--- src/rtl/taxi_baser_pkg.sv ---
// taxi_baser_pkg: shared 10GBASE-R constants and types.
// XGMII characters, 64b/66b codes, block types, classes, rx states.
// Macro TAXI_BASER_DEC_LPI_EN: when defined, control code 06 decodes to LPI.
package taxi_baser_pkg;

  localparam logic [7:0] XGMII_IDLE   = 8'h07;
  localparam logic [7:0] XGMII_LPI    = 8'h06;
  localparam logic [7:0] XGMII_START  = 8'hfb;
  localparam logic [7:0] XGMII_TERM   = 8'hfd;
  localparam logic [7:0] XGMII_ERROR  = 8'hfe;
  localparam logic [7:0] XGMII_SEQ_OS = 8'h9c;
  localparam logic [7:0] XGMII_SIG_OS = 8'h5c;
  localparam logic [7:0] XGMII_RES_0  = 8'h1c;
  localparam logic [7:0] XGMII_RES_1  = 8'h3c;
  localparam logic [7:0] XGMII_RES_2  = 8'h7c;
  localparam logic [7:0] XGMII_RES_3  = 8'hbc;
  localparam logic [7:0] XGMII_RES_4  = 8'hdc;
  localparam logic [7:0] XGMII_RES_5  = 8'hf7;

  localparam logic [6:0] CTRL_IDLE  = 7'h00;
  localparam logic [6:0] CTRL_LPI   = 7'h06;
  localparam logic [6:0] CTRL_ERROR = 7'h1e;
  localparam logic [6:0] CTRL_RES_0 = 7'h2d;
  localparam logic [6:0] CTRL_RES_1 = 7'h33;
  localparam logic [6:0] CTRL_RES_2 = 7'h4b;
  localparam logic [6:0] CTRL_RES_3 = 7'h55;
  localparam logic [6:0] CTRL_RES_4 = 7'h66;
  localparam logic [6:0] CTRL_RES_5 = 7'h78;

  localparam logic [3:0] O_SEQ_OS = 4'h0;
  localparam logic [3:0] O_SIG_OS = 4'hf;

  localparam logic [1:0] SYNC_DATA = 2'b10;
  localparam logic [1:0] SYNC_CTRL = 2'b01;

  localparam logic [7:0] BT_CTRL     = 8'h1e;
  localparam logic [7:0] BT_OS_4     = 8'h2d;
  localparam logic [7:0] BT_START_4  = 8'h33;
  localparam logic [7:0] BT_OS_START = 8'h66;
  localparam logic [7:0] BT_OS_04    = 8'h55;
  localparam logic [7:0] BT_START_0  = 8'h78;
  localparam logic [7:0] BT_OS_0     = 8'h4b;
  localparam logic [7:0] BT_TERM_0   = 8'h87;
  localparam logic [7:0] BT_TERM_1   = 8'h99;
  localparam logic [7:0] BT_TERM_2   = 8'haa;
  localparam logic [7:0] BT_TERM_3   = 8'hb4;
  localparam logic [7:0] BT_TERM_4   = 8'hcc;
  localparam logic [7:0] BT_TERM_5   = 8'hd2;
  localparam logic [7:0] BT_TERM_6   = 8'he1;
  localparam logic [7:0] BT_TERM_7   = 8'hff;

`ifdef TAXI_BASER_DEC_LPI_EN
  localparam bit LPI_EN = 1'b1;
`else
  localparam bit LPI_EN = 1'b0;
`endif

  typedef enum logic [2:0] {
    BLK_C, BLK_S, BLK_T, BLK_D, BLK_E
  } blk_class_t;

  typedef enum logic [2:0] {
    RX_INIT, RX_C, RX_D, RX_T, RX_E
  } rx_state_t;

  typedef struct packed {
    logic [63:0] rxd;
    logic [7:0]  rxc;
    blk_class_t  cls;
    logic        bad;
  } blk_t;

  // Returns {bad, xgmii_char}.
  function automatic logic [8:0] ctrl_dec(input logic [6:0] c);
    logic [8:0] r;
    case (c)
      CTRL_IDLE:  r = {1'b0, XGMII_IDLE};
      CTRL_ERROR: r = {1'b0, XGMII_ERROR};
      CTRL_RES_0: r = {1'b0, XGMII_RES_0};
      CTRL_RES_1: r = {1'b0, XGMII_RES_1};
      CTRL_RES_2: r = {1'b0, XGMII_RES_2};
      CTRL_RES_3: r = {1'b0, XGMII_RES_3};
      CTRL_RES_4: r = {1'b0, XGMII_RES_4};
      CTRL_RES_5: r = {1'b0, XGMII_RES_5};
      CTRL_LPI:   r = LPI_EN ? {1'b0, XGMII_LPI}
                             : {1'b1, XGMII_ERROR};
      default:    r = {1'b1, XGMII_ERROR};
    endcase
    return r;
  endfunction

  // Returns {bad, xgmii_char}.
  function automatic logic [8:0] o_dec(input logic [3:0] o);
    logic [8:0] r;
    case (o)
      O_SEQ_OS: r = {1'b0, XGMII_SEQ_OS};
      O_SIG_OS: r = {1'b0, XGMII_SIG_OS};
      default:  r = {1'b1, XGMII_ERROR};
    endcase
    return r;
  endfunction

endpackage

--- src/rtl/taxi_baser_blk_decode.sv ---
// taxi_baser_blk_decode: combinational decode of one 66-bit block.
// In: data[63:0], hdr[1:0]. Out: rxd, rxc, class, bad (bad forces class E).
module taxi_baser_blk_decode
  import taxi_baser_pkg::*;
(
  input  logic [63:0] data,
  input  logic [1:0]  hdr,
  output logic [63:0] rxd,
  output logic [7:0]  rxc,
  output blk_class_t  cls,
  output logic        bad
);

  logic [63:0] cx;
  logic [7:0]  cbad;
  logic [63:0] dl;
  logic [8:0]  o0;
  logic [8:0]  o4;
  logic        term;
  logic [2:0]  tk;

  // Data lanes of T blocks start right after the type byte.
  assign dl = {8'h00, data[63:8]};
  assign o0 = o_dec(data[35:32]);
  assign o4 = o_dec(data[39:36]);

  // Lane i control code always sits at bit 8+7*i.
  always_comb begin
    cx   = '0;
    cbad = '0;
    for (int i = 0; i < 8; i++) begin
      {cbad[i], cx[8*i +: 8]} = ctrl_dec(data[8+7*i +: 7]);
    end
  end

  always_comb begin
    rxd  = {8{XGMII_ERROR}};
    rxc  = 8'hff;
    cls  = BLK_E;
    bad  = 1'b1;
    term = 1'b0;
    tk   = 3'd0;
    if (hdr == SYNC_DATA) begin
      rxd = data;
      rxc = 8'h00;
      cls = BLK_D;
      bad = 1'b0;
    end else if (hdr == SYNC_CTRL) begin
      bad = 1'b0;
      case (data[7:0])
        BT_CTRL: begin
          rxd = cx;
          cls = BLK_C;
          bad = |cbad;
        end
        BT_OS_4: begin
          rxd = {data[63:40], o4[7:0], cx[31:0]};
          rxc = 8'h1f;
          cls = BLK_C;
          bad = (|cbad[3:0]) | o4[8];
        end
        BT_START_4: begin
          rxd = {data[63:40], XGMII_START, cx[31:0]};
          rxc = 8'h1f;
          cls = BLK_S;
          bad = |cbad[3:0];
        end
        BT_OS_START: begin
          rxd = {data[63:40], XGMII_START,
                 data[31:8], o0[7:0]};
          rxc = 8'h11;
          cls = BLK_S;
          bad = o0[8];
        end
        BT_OS_04: begin
          rxd = {data[63:40], o4[7:0],
                 data[31:8], o0[7:0]};
          rxc = 8'h11;
          cls = BLK_C;
          bad = o0[8] | o4[8];
        end
        BT_START_0: begin
          rxd = {data[63:8], XGMII_START};
          rxc = 8'h01;
          cls = BLK_S;
        end
        BT_OS_0: begin
          rxd = {cx[63:32], data[31:8], o0[7:0]};
          rxc = 8'hf1;
          cls = BLK_C;
          bad = o0[8] | (|cbad[7:4]);
        end
        BT_TERM_0: begin term = 1'b1; tk = 3'd0; end
        BT_TERM_1: begin term = 1'b1; tk = 3'd1; end
        BT_TERM_2: begin term = 1'b1; tk = 3'd2; end
        BT_TERM_3: begin term = 1'b1; tk = 3'd3; end
        BT_TERM_4: begin term = 1'b1; tk = 3'd4; end
        BT_TERM_5: begin term = 1'b1; tk = 3'd5; end
        BT_TERM_6: begin term = 1'b1; tk = 3'd6; end
        BT_TERM_7: begin term = 1'b1; tk = 3'd7; end
        default:   bad = 1'b1;
      endcase
      if (term) begin
        cls = BLK_T;
        for (int j = 0; j < 8; j++) begin
          if (j < 32'(tk)) begin
            rxd[8*j +: 8] = dl[8*j +: 8];
            rxc[j]        = 1'b0;
          end else if (j == 32'(tk)) begin
            rxd[8*j +: 8] = XGMII_TERM;
          end else begin
            rxd[8*j +: 8] = XGMII_IDLE;
            if (data[8+7*j +: 7] != CTRL_IDLE) bad = 1'b1;
          end
        end
      end
    end
    if (bad) begin
      rxd = {8{XGMII_ERROR}};
      rxc = 8'hff;
      cls = BLK_E;
    end
  end

endmodule

--- src/rtl/taxi_xgmii_baser_dec.sv ---
// taxi_xgmii_baser_dec: 10GBASE-R 64b/66b receive decoder to XGMII.
// In: encoded_rx_data/_valid/_hdr. Out: xgmii_rxd/rxc/rx_valid, rx_bad_block,
// rx_sequence_error. Build macro TAXI_BASER_DEC_LPI_EN enables LPI decode.
module taxi_xgmii_baser_dec
  import taxi_baser_pkg::*;
#(
  parameter int DATA_W = 64,
  parameter int CTRL_W = DATA_W/8,
  parameter int HDR_W  = 2
) (
  input  logic              clk,
  input  logic              rst,
  input  logic [DATA_W-1:0] encoded_rx_data,
  input  logic              encoded_rx_data_valid,
  input  logic [HDR_W-1:0]  encoded_rx_hdr,
  output logic [DATA_W-1:0] xgmii_rxd,
  output logic [CTRL_W-1:0] xgmii_rxc,
  output logic              xgmii_rx_valid,
  output logic              rx_bad_block,
  output logic              rx_sequence_error
);

  if (DATA_W != 64 || CTRL_W != 8 || HDR_W != 2) begin : g_param_chk
    $fatal(1, "taxi_xgmii_baser_dec: need DATA_W=64 CTRL_W=8 HDR_W=2");
  end

  logic [63:0] dec_rxd;
  logic [7:0]  dec_rxc;
  blk_class_t  dec_cls;
  logic        dec_bad;
  blk_t        dec;

  taxi_baser_blk_decode u_dec (
    .data (encoded_rx_data),
    .hdr  (encoded_rx_hdr),
    .rxd  (dec_rxd),
    .rxc  (dec_rxc),
    .cls  (dec_cls),
    .bad  (dec_bad)
  );

  assign dec = '{rxd: dec_rxd, rxc: dec_rxc, cls: dec_cls, bad: dec_bad};

  blk_t        s1_q, s1_d;
  logic        s1_full_q, s1_full_d;
  rx_state_t   state_q, state_d;
  logic [63:0] rxd_q, rxd_d;
  logic [7:0]  rxc_q, rxc_d;
  logic        valid_q, valid_d;
  logic        bad_q, bad_d;
  logic        seq_q, seq_d;
  logic        nxt_ok;

  always_ff @(posedge clk) begin
    if (rst) begin
      s1_q      <= '{rxd: {8{XGMII_IDLE}}, rxc: 8'hff,
                     cls: BLK_C, bad: 1'b0};
      s1_full_q <= 1'b0;
      state_q   <= RX_INIT;
      rxd_q     <= {8{XGMII_IDLE}};
      rxc_q     <= 8'hff;
      valid_q   <= 1'b0;
      bad_q     <= 1'b0;
      seq_q     <= 1'b0;
    end else begin
      s1_q      <= s1_d;
      s1_full_q <= s1_full_d;
      state_q   <= state_d;
      rxd_q     <= rxd_d;
      rxc_q     <= rxc_d;
      valid_q   <= valid_d;
      bad_q     <= bad_d;
      seq_q     <= seq_d;
    end
  end

  // Current block R is in stage 1; the block arriving now is lookahead N.
  assign nxt_ok = (dec.cls == BLK_C) || (dec.cls == BLK_S);

  always_comb begin
    s1_d      = s1_q;
    s1_full_d = s1_full_q;
    state_d   = state_q;
    rxd_d     = rxd_q;
    rxc_d     = rxc_q;
    valid_d   = 1'b0;
    bad_d     = 1'b0;
    seq_d     = 1'b0;
    if (encoded_rx_data_valid) begin
      s1_d      = dec;
      s1_full_d = 1'b1;
      if (s1_full_q) begin
        valid_d = 1'b1;
        bad_d   = s1_q.bad;
        state_d = RX_E;
        case (state_q)
          RX_D: begin
            if (s1_q.cls == BLK_D) state_d = RX_D;
            else if (s1_q.cls == BLK_T && nxt_ok) state_d = RX_T;
          end
          RX_E: begin
            if (s1_q.cls == BLK_C) state_d = RX_C;
            else if (s1_q.cls == BLK_D) state_d = RX_D;
            else if (s1_q.cls == BLK_T && nxt_ok) state_d = RX_T;
          end
          default: begin
            if (s1_q.cls == BLK_C) state_d = RX_C;
            else if (s1_q.cls == BLK_S) state_d = RX_D;
          end
        endcase
        if (state_d == RX_E) begin
          rxd_d = {8{XGMII_ERROR}};
          rxc_d = 8'hff;
          seq_d = 1'b1;
        end else begin
          rxd_d = s1_q.rxd;
          rxc_d = s1_q.rxc;
        end
      end
    end
  end

  assign xgmii_rxd         = rxd_q;
  assign xgmii_rxc         = rxc_q;
  assign xgmii_rx_valid    = valid_q;
  assign rx_bad_block      = bad_q;
  assign rx_sequence_error = seq_q;

endmodule
--- config.mk ---
export PLATFORM = sky130hd
export DESIGN_NAME = taxi_xgmii_baser_dec
export DESIGN_NICKNAME = d
export VERILOG_FILES = /design/src/rtl/taxi_baser_pkg.sv /design/src/rtl/taxi_baser_blk_decode.sv /design/src/rtl/taxi_xgmii_baser_dec.sv
export SDC_FILE = /design/constraint.sdc
export NUM_CORES = 1
export LEC_CHECK = 0
export CAP_MARGIN = 10
export CELL_PAD_IN_SITES_DETAIL_PLACEMENT = 1
export CELL_PAD_IN_SITES_GLOBAL_PLACEMENT = 2
export CORE_UTILIZATION = 35
export CTS_BUF_LIST = sky130_fd_sc_hd__clkbuf_2
export CTS_CLUSTER_SIZE = 30
export DETAILED_ROUTE_END_ITERATION = 16
export PLACE_DENSITY_LB_ADDON = 0.1
export SYNTH_ARGS = -nofsm -noshare
export SYNTH_HDL_FRONTEND = slang
export SYNTH_SLANG_ARGS = --single-unit
--- constraint.sdc ---
create_clock -name clk -period 6.6 [get_ports clk]
set_input_delay 1.32 -clock clk [delete_from_list [all_inputs] [get_ports clk]]
set_output_delay 1.32 -clock clk [all_outputs]
set_load 0.02 [all_outputs]
# Word level (Yosys, flattened, before mapping)
# Index checks and enable logic that the tools add are counted.
# Widths: inputs -> output; s select.
dict set report word_totals {
  register_bits 155
  inputBits 69
  out_inout_bits 75
  elab_cells 242
}
dict set report classes {
  order_cmp 7
  eq_ne 89
  n_mux 95
  n_bitwise 5
  n_reduce_logical 35
}
# operator count
set op_table {}
lappend op_table {{$pmux 9 s8} 8}
lappend op_table {{$pmux 64 s7} 1}
lappend op_table {{$mux 64} 5}
lappend op_table {{$eq 7x7->1 const B} 32}
lappend op_table {{$mux 8} 19}
lappend op_table {{$eq 7x6->1 const B} 16}
lappend op_table {{$eq 8x8->1 const B} 8}
lappend op_table {{$eq 7x5->1 const B} 8}
lappend op_table {{$logic_not 7->1} 8}
lappend op_table {{$reduce_bool 7->1} 8}
lappend op_table {{$mux 1} 41}
lappend op_table {{$mux 3} 13}
lappend op_table {{$pmux 9 s2} 2}
lappend op_table {{$eq 8x7->1 const B} 4}
lappend op_table {{$pmux 8 s4} 1}
lappend op_table {{$pmux 3 s7} 1}
lappend op_table {{$eq 8x6->1 const B} 2}
lappend op_table {{$reduce_or 8->1} 2}
lappend op_table {{$eq 3x3->1 const A} 4}
lappend op_table {{$pmux 3 s2} 2}
lappend op_table {{$reduce_or 4->1} 3}
lappend op_table {{$eq 3x2->1 const B} 3}
lappend op_table {{$logic_not 3->1} 3}
lappend op_table {{$lt 3x3->1 const A} 3}
lappend op_table {{other kinds (21)} 34}

# Longest topological paths before layout
dict set report depth {
  depth_word 46
  depth_mapped 12
  ltp_nobuf 8
}

# By module
# From an unflattened synthesis, not the netlist that was laid out.
dict set report unflattened {
  hier_cells 1329
  area_unflattened_um2 10403.7
}
# mod instances cells_each area_per_inst_um2
set by_module_without_submodules {}
lappend by_module_without_submodules {taxi_xgmii_baser_dec 1 542 5610.4}
lappend by_module_without_submodules {taxi_baser_blk_decode 1 787 4793.3}

# Worst setup path before layout
# No wires, ideal clock.
dict set report synth_path {
  path_type {input -> register}
  startpoint {in encoded_rx_data[36]}
  endpoint {reg s1_q[55] (netlist name)}
  setup_ns 0.127
  t_arrival_ns 3.857
  required_time_ns 6.473
  path_slack_ns 2.616
  cell_stages 10
  cell_sequence {buf_2 or4_4 or4_1 buf_2 and4_4 a2111oi_4 o2111ai_1 buf_2 a2111oi_0 o21ai_1}
}
dict set report synth_between {
  elab_chain_len 35
  word_cells_on_any_way 49
}
# element line
set synth_lines {}
lappend synth_lines {{start: declaration} taxi_xgmii_baser_dec.sv:13} ;# input logic [DATA_W-1:0] encoded_rx_data,
lappend synth_lines {{$eq 7x7->1 (tied with other cells)} taxi_baser_pkg.sv:76} ;# case (c)
lappend synth_lines {{$pmux 9 s8} taxi_baser_pkg.sv:76}
lappend synth_lines {{$reduce_or 4->1} taxi_baser_blk_decode.sv:91} ;# bad = o0[8] | (|cbad[7:4]);
lappend synth_lines {{$or 1x1->1} taxi_baser_blk_decode.sv:91}
lappend synth_lines {{$pmux 1 s7} taxi_baser_blk_decode.sv:50} ;# case (data[7:0])
lappend synth_lines {{$mux 1} taxi_baser_blk_decode.sv:113} ;# if (data[8+7*j +: 7] != CTRL_IDLE) bad = 1'b1;
lappend synth_lines {{$mux 1} taxi_baser_blk_decode.sv:109} ;# end else if (j == 32'(tk)) begin
lappend synth_lines {{$mux 1} taxi_baser_blk_decode.sv:106} ;# if (j < 32'(tk)) begin
lappend synth_lines {{[... 19 more ...]} -}
lappend synth_lines {{$mux 1} taxi_baser_blk_decode.sv:109}
lappend synth_lines {{$mux 1} taxi_baser_blk_decode.sv:106}
lappend synth_lines {{$mux 1} taxi_baser_blk_decode.sv:113}
lappend synth_lines {{$mux 1} taxi_baser_blk_decode.sv:109}
lappend synth_lines {{$mux 1 (*)} taxi_baser_blk_decode.sv:103} ;# if (term) begin
lappend synth_lines {{$mux 1 (*)} taxi_baser_blk_decode.sv:48} ;# end else if (hdr == SYNC_CTRL) begin
lappend synth_lines {{$mux 1 (*)} taxi_baser_blk_decode.sv:43} ;# if (hdr == SYNC_DATA) begin
lappend synth_lines {{$mux 64 (*)} taxi_baser_blk_decode.sv:118} ;# if (bad) begin
lappend synth_lines {{end signal: assignment} taxi_xgmii_baser_dec.sv:56} ;# s1_q <= '{rxd: {8{XGMII_IDLE}}, rxc: 8'hff,
lappend synth_lines {{end: declaration} taxi_xgmii_baser_dec.sv:44} ;# blk_t s1_q, s1_d;
# Every way passes the cells marked *; elsewhere a longest branch is shown, timed or not. The select of a mux whose other input is x is not followed.
# A chain may end at the register's enable or synchronous reset.

# Worst setup path after layout
dict set report layout_path {
  startpoint {in encoded_rx_data[32]}
  endpoint {reg s1_q[5] (netlist name)}
}
dict set report layout_between {
  elab_chain_len 35
  word_cells_on_any_way 49
}
# element line
set layout_lines {}
lappend layout_lines {{$eq 7x7->1 (tied with other cells)} taxi_baser_pkg.sv:76}
lappend layout_lines {{$pmux 9 s8} taxi_baser_pkg.sv:76}
lappend layout_lines {{$reduce_or 4->1} {taxi_baser_blk_decode.sv:60, taxi_baser_blk_decode.sv:66}}
lappend layout_lines {{$or 1x1->1} taxi_baser_blk_decode.sv:60} ;# bad = (|cbad[3:0]) | o4[8];
lappend layout_lines {{$pmux 1 s7} taxi_baser_blk_decode.sv:50}
lappend layout_lines {{$mux 1} taxi_baser_blk_decode.sv:113}
lappend layout_lines {{$mux 1} taxi_baser_blk_decode.sv:109}
lappend layout_lines {{$mux 1} taxi_baser_blk_decode.sv:106}
lappend layout_lines {{[... 19 more ...]} -}
lappend layout_lines {{$mux 1} taxi_baser_blk_decode.sv:109}
lappend layout_lines {{$mux 1} taxi_baser_blk_decode.sv:106}
lappend layout_lines {{$mux 1} taxi_baser_blk_decode.sv:113}
lappend layout_lines {{$mux 1} taxi_baser_blk_decode.sv:109}
lappend layout_lines {{$mux 1 (*)} taxi_baser_blk_decode.sv:103}
lappend layout_lines {{$mux 1 (*)} taxi_baser_blk_decode.sv:48}
lappend layout_lines {{$mux 1 (*)} taxi_baser_blk_decode.sv:43}
lappend layout_lines {{$mux 8 (*)} taxi_baser_blk_decode.sv:118}
# Marked as above.

==> results.py <==
metrics = {
    "sta": {
        "setup_viol": 0,
        "whs_ps": 461,
        "rsz0062_at_grt": "no",
        "hold_viol": 0,
        "min_period_over_period_pct": 80.4,
        "setup_tns_ps": 0,
        "relSlewSlack_pct": 29.9,
        "max_freq_ghz": 0.188,
        "worst_pin_slew_ps": 1040,
        "slew_violations": 0,
        "final.min_clock_period_ps": 5310,
        "finalClockSkew_ps": 50.6,
    },
    "clock_network": {
        "clkLatencyLatePin_ps": 780,
        "cts_inserted_buffers": 17,
        "clk_pin_slew_ps": 270,
        "ctsHoldBuffers": 0,
        "cts-resized-gates": 0,
        "root_buffer": "clkbuf_2",
        "cts_tree": "done",
        "post_cts_buffers": 0,
        "cts.sinks": 155,
        "clock_path_buffers": 2,
        "htreeDepth": 4,
    },
    "drt": {
        "num_vias": 10900,
        "first_pass_iters": 6,
        "drtIter0Drc": 1209,
        "routedWlPerCell_um": 23.4,
        "wl_um": 41100,
        "drc_errors": 0,
        "antenna_left": 0,
        "viasPerCell": 6.20,
    },
    "global_route": {
        "use_met2_pct": 42.8,
        "overflow": 0,
        "track_usage_pct": 29.1,
        "first_global_vias": 10300,
        "use_met1_pct": 44.1,
        "top_usage_layer": "met1",
        "grt_pass1_wl_um": 64500,
        "use_met3_pct": 3.41,
        "grt_start_max_net_pins": 78,
        "antenna_found_initial": 2,
    },
    "floorplan": {
        "initial_core_util_pct": 35.9,
        "die_h_um": 169,
        "ios": 144,
        "dieWidth_um": 169,
        "num_rows": 60,
        "core_area_sq_um": 27200,
        "dieArea_sq_um": 28500,
    },
    "yosys": {
        "seq_area_frac_synth_pct": 31.8,
        "ys_ff_latch": 155,
        "async_reset_ff_share_pct": 0,
        "synth_edf_count": 0,
        "ys_top_cells_by_count": "186 x nor2_1, 155 x dfxtp_1, 119 x clkbuf_1, 109 x o21ai_0, 104 x nand2_1",
        "yosysWarningCount": 0,
        "syn_inst": 1316,
        "syn-cell-area_sq_um": 9750,
        "syn_nets": 1385,
        "yosysUniqueCellTypes": 78,
        "synth_top_cell_by_area": "dfxtp_1",
        "synth_ff_type": "dfxtp_1",
        "yosys-top-cells-area": "dfxtp_1 32%, nor2_1 7.2%, o21ai_0 5.6%, clkbuf_1 4.6%, nor4bb_1 4.5%",
        "synth_most_common_cell": "nor2_1",
        "yosysTopAreaCellShare_pct": 31.8,
        "syn_avg_cell_area_sq_um": 7.41,
    },
    "setup_path": {
        "worstReg2RegEnd": "xgmii_rxd[6]$_SDFFE_PP0P_",
        "arrival_ps": 5940,
        "path_class": "input port to flip-flop",
        "rrSetupSlack_ps": 4180,
        "cp.required_ps": 7240,
        "start_kind": "input port",
        "crit_path_end_kind": "flip-flop",
        "reg2reg_from": "state_q[2]$_SDFFE_PP0P_",
        "ff2ff_path_depth": 9,
        "worstPathMaxFanout": 17,
    },
    "power_and_ir_drop": {
        "ir_drop_mv": 0.0920,
        "p_leak_nw": 4.05,
        "power.density_nw_per_um2": 178,
        "p_total_mw": 2.08,
    },
    "min_path": {
        "hold_depth": 2,
        "hp-class": "flip-flop to flip-flop",
        "min_to": "s1_q[15]$_SDFFE_PP0P_",
        "min_from": "s1_q[15]$_SDFFE_PP0P_",
    },
    "place": {
        "dp_hpwl_um": 29600,
        "gp_routability_congestion": 0.913,
        "dpl_cell_area_sq_um": 11400,
        "port_buffers": 143,
    },
    "finish": {
        "nNetsFinal": 1442,
        "n_fill_cell": 3387,
        "design_area_sq_um": 11600,
        "drive_gt1_share_pct": 6.49,
        "syn2layout_area_growth_pct": 19.4,
    },
    "flow_run": {
        "maxCapViolCount": 0,
    },
    "outcome": {
        "outcome": "complete, no violations",
    },
}
how the worst max path moves through the flow:
stage                              startpoint                    end  cells past startpoint
after floorplan           encoded_rx_data[36]  s1_q[55]$_SDFFE_PP0P_                     10
after global placement    encoded_rx_data[32]  s1_q[10]$_SDFFE_PP1P_                     11
after detailed placement  encoded_rx_data[32]   s1_q[5]$_SDFFE_PP1P_                     11
after CTS                 encoded_rx_data[32]   s1_q[5]$_SDFFE_PP1P_                     11
after global routing      encoded_rx_data[32]   s1_q[9]$_SDFFE_PP1P_                     11
final                     encoded_rx_data[32]   s1_q[5]$_SDFFE_PP1P_                     11
layout by cell type (no fill, tap or decap), drive strengths merged, types with 6 or more instances in the layout:
cell,instances
and4,6
o21a,49
nand3b,6
nand3,20
inv,26
o21ai,113
a221o,11
o211ai,9
a221oi,16
and2,13
a31oi,27
or2,6
a22oi,6
a211oi,9
nand4bb,6
a21o,13
nand4,16
or4,14
nor2,187
o311ai,6
nor3,56
nor4bb,44
nand2,104
a2111oi,10
or4bb,6
clkbuf,17
nor2b,11
clkdlybuf4s50,142
o2111ai,10
dfxtp,155
nor4,34
buf,33
o22ai,18
o221ai,17
a21oi,80
and3b,8
report_power, final:
part	total [mW]	internal [mW]	leakage, nW	switching (mW)
logic	0.454	0.176	2.62	0.279
clock network	0.576	0.161	0.151	0.416
registers	1.05	0.998	1.28	0.0483
total	2.08	1.33	4.05	0.743
critical path: stages:
cell,delay [ps]
clkdlybuf4s50_1,690
nor4_1,470
nor2b_1,150
nor4_1,570
o22ai_1,170
o21ai_0,840
o2111ai_2,720
buf_4,450
buf_4,200
nand3_1,180
o311ai_0,180
metal layers:
layer  vias up  wire length [um]  part of all wire (%)
met5         -                 0                     0
met4         0               861                   2.1
met2       412             17700                    43
met3        61              2540                   6.2
li1       5080                 -                     -
met1      5347             20000                    49
sequential cells by signal, indices dropped and copies added (netlist names):
signal / count
s1_q: 76
xgmii_rx_valid: 1
xgmii_rxc: 8
xgmii_rxd: 64
rx_sequence_error: 1
s1_full_q: 1
state_q: 3
rx_bad_block: 1
cell type report:
type	count	area, sq um	area share [%]
repair buffers	175	1680	14.4
well taps	372	465	4.00
multi-input cells	1007	6070	52.1
flip-flops and latches	155	3100	26.6
clock buffers	17	85.1	0.731
diodes	1	2.50	0.0215
clock inverters	15	174	1.49
inverters	17	63.8	0.548
stage by stage:
stage	utilization (%)	setup WS [ps]	instances
detailed placement	41.9	693	1726
floorplan	-	2620	1316
finish	42.8	1290	1759
global placement	41.9	803	1725
CTS	42.8	1560	1758
global route	42.8	1190	1759
cell families (layout without fill, tap and decap cells):
| family | Yosys count | after routing | share of synthesized area [%] |
|---|---|---|---|
| XOR/XNOR | 2 | 2 | 0.180 |
| buffers and inverters | 154 | 224 | 6.13 |
| flip-flops | 155 | 155 | 31.8 |
| other | 0 | 1 | 0 |
| AO/OA/AOI/OAI | 442 | 442 | 30.6 |
| AND/OR/NAND/NOR | 563 | 563 | 31.2 |
Note: power is estimated with default switching activity, not from simulation.
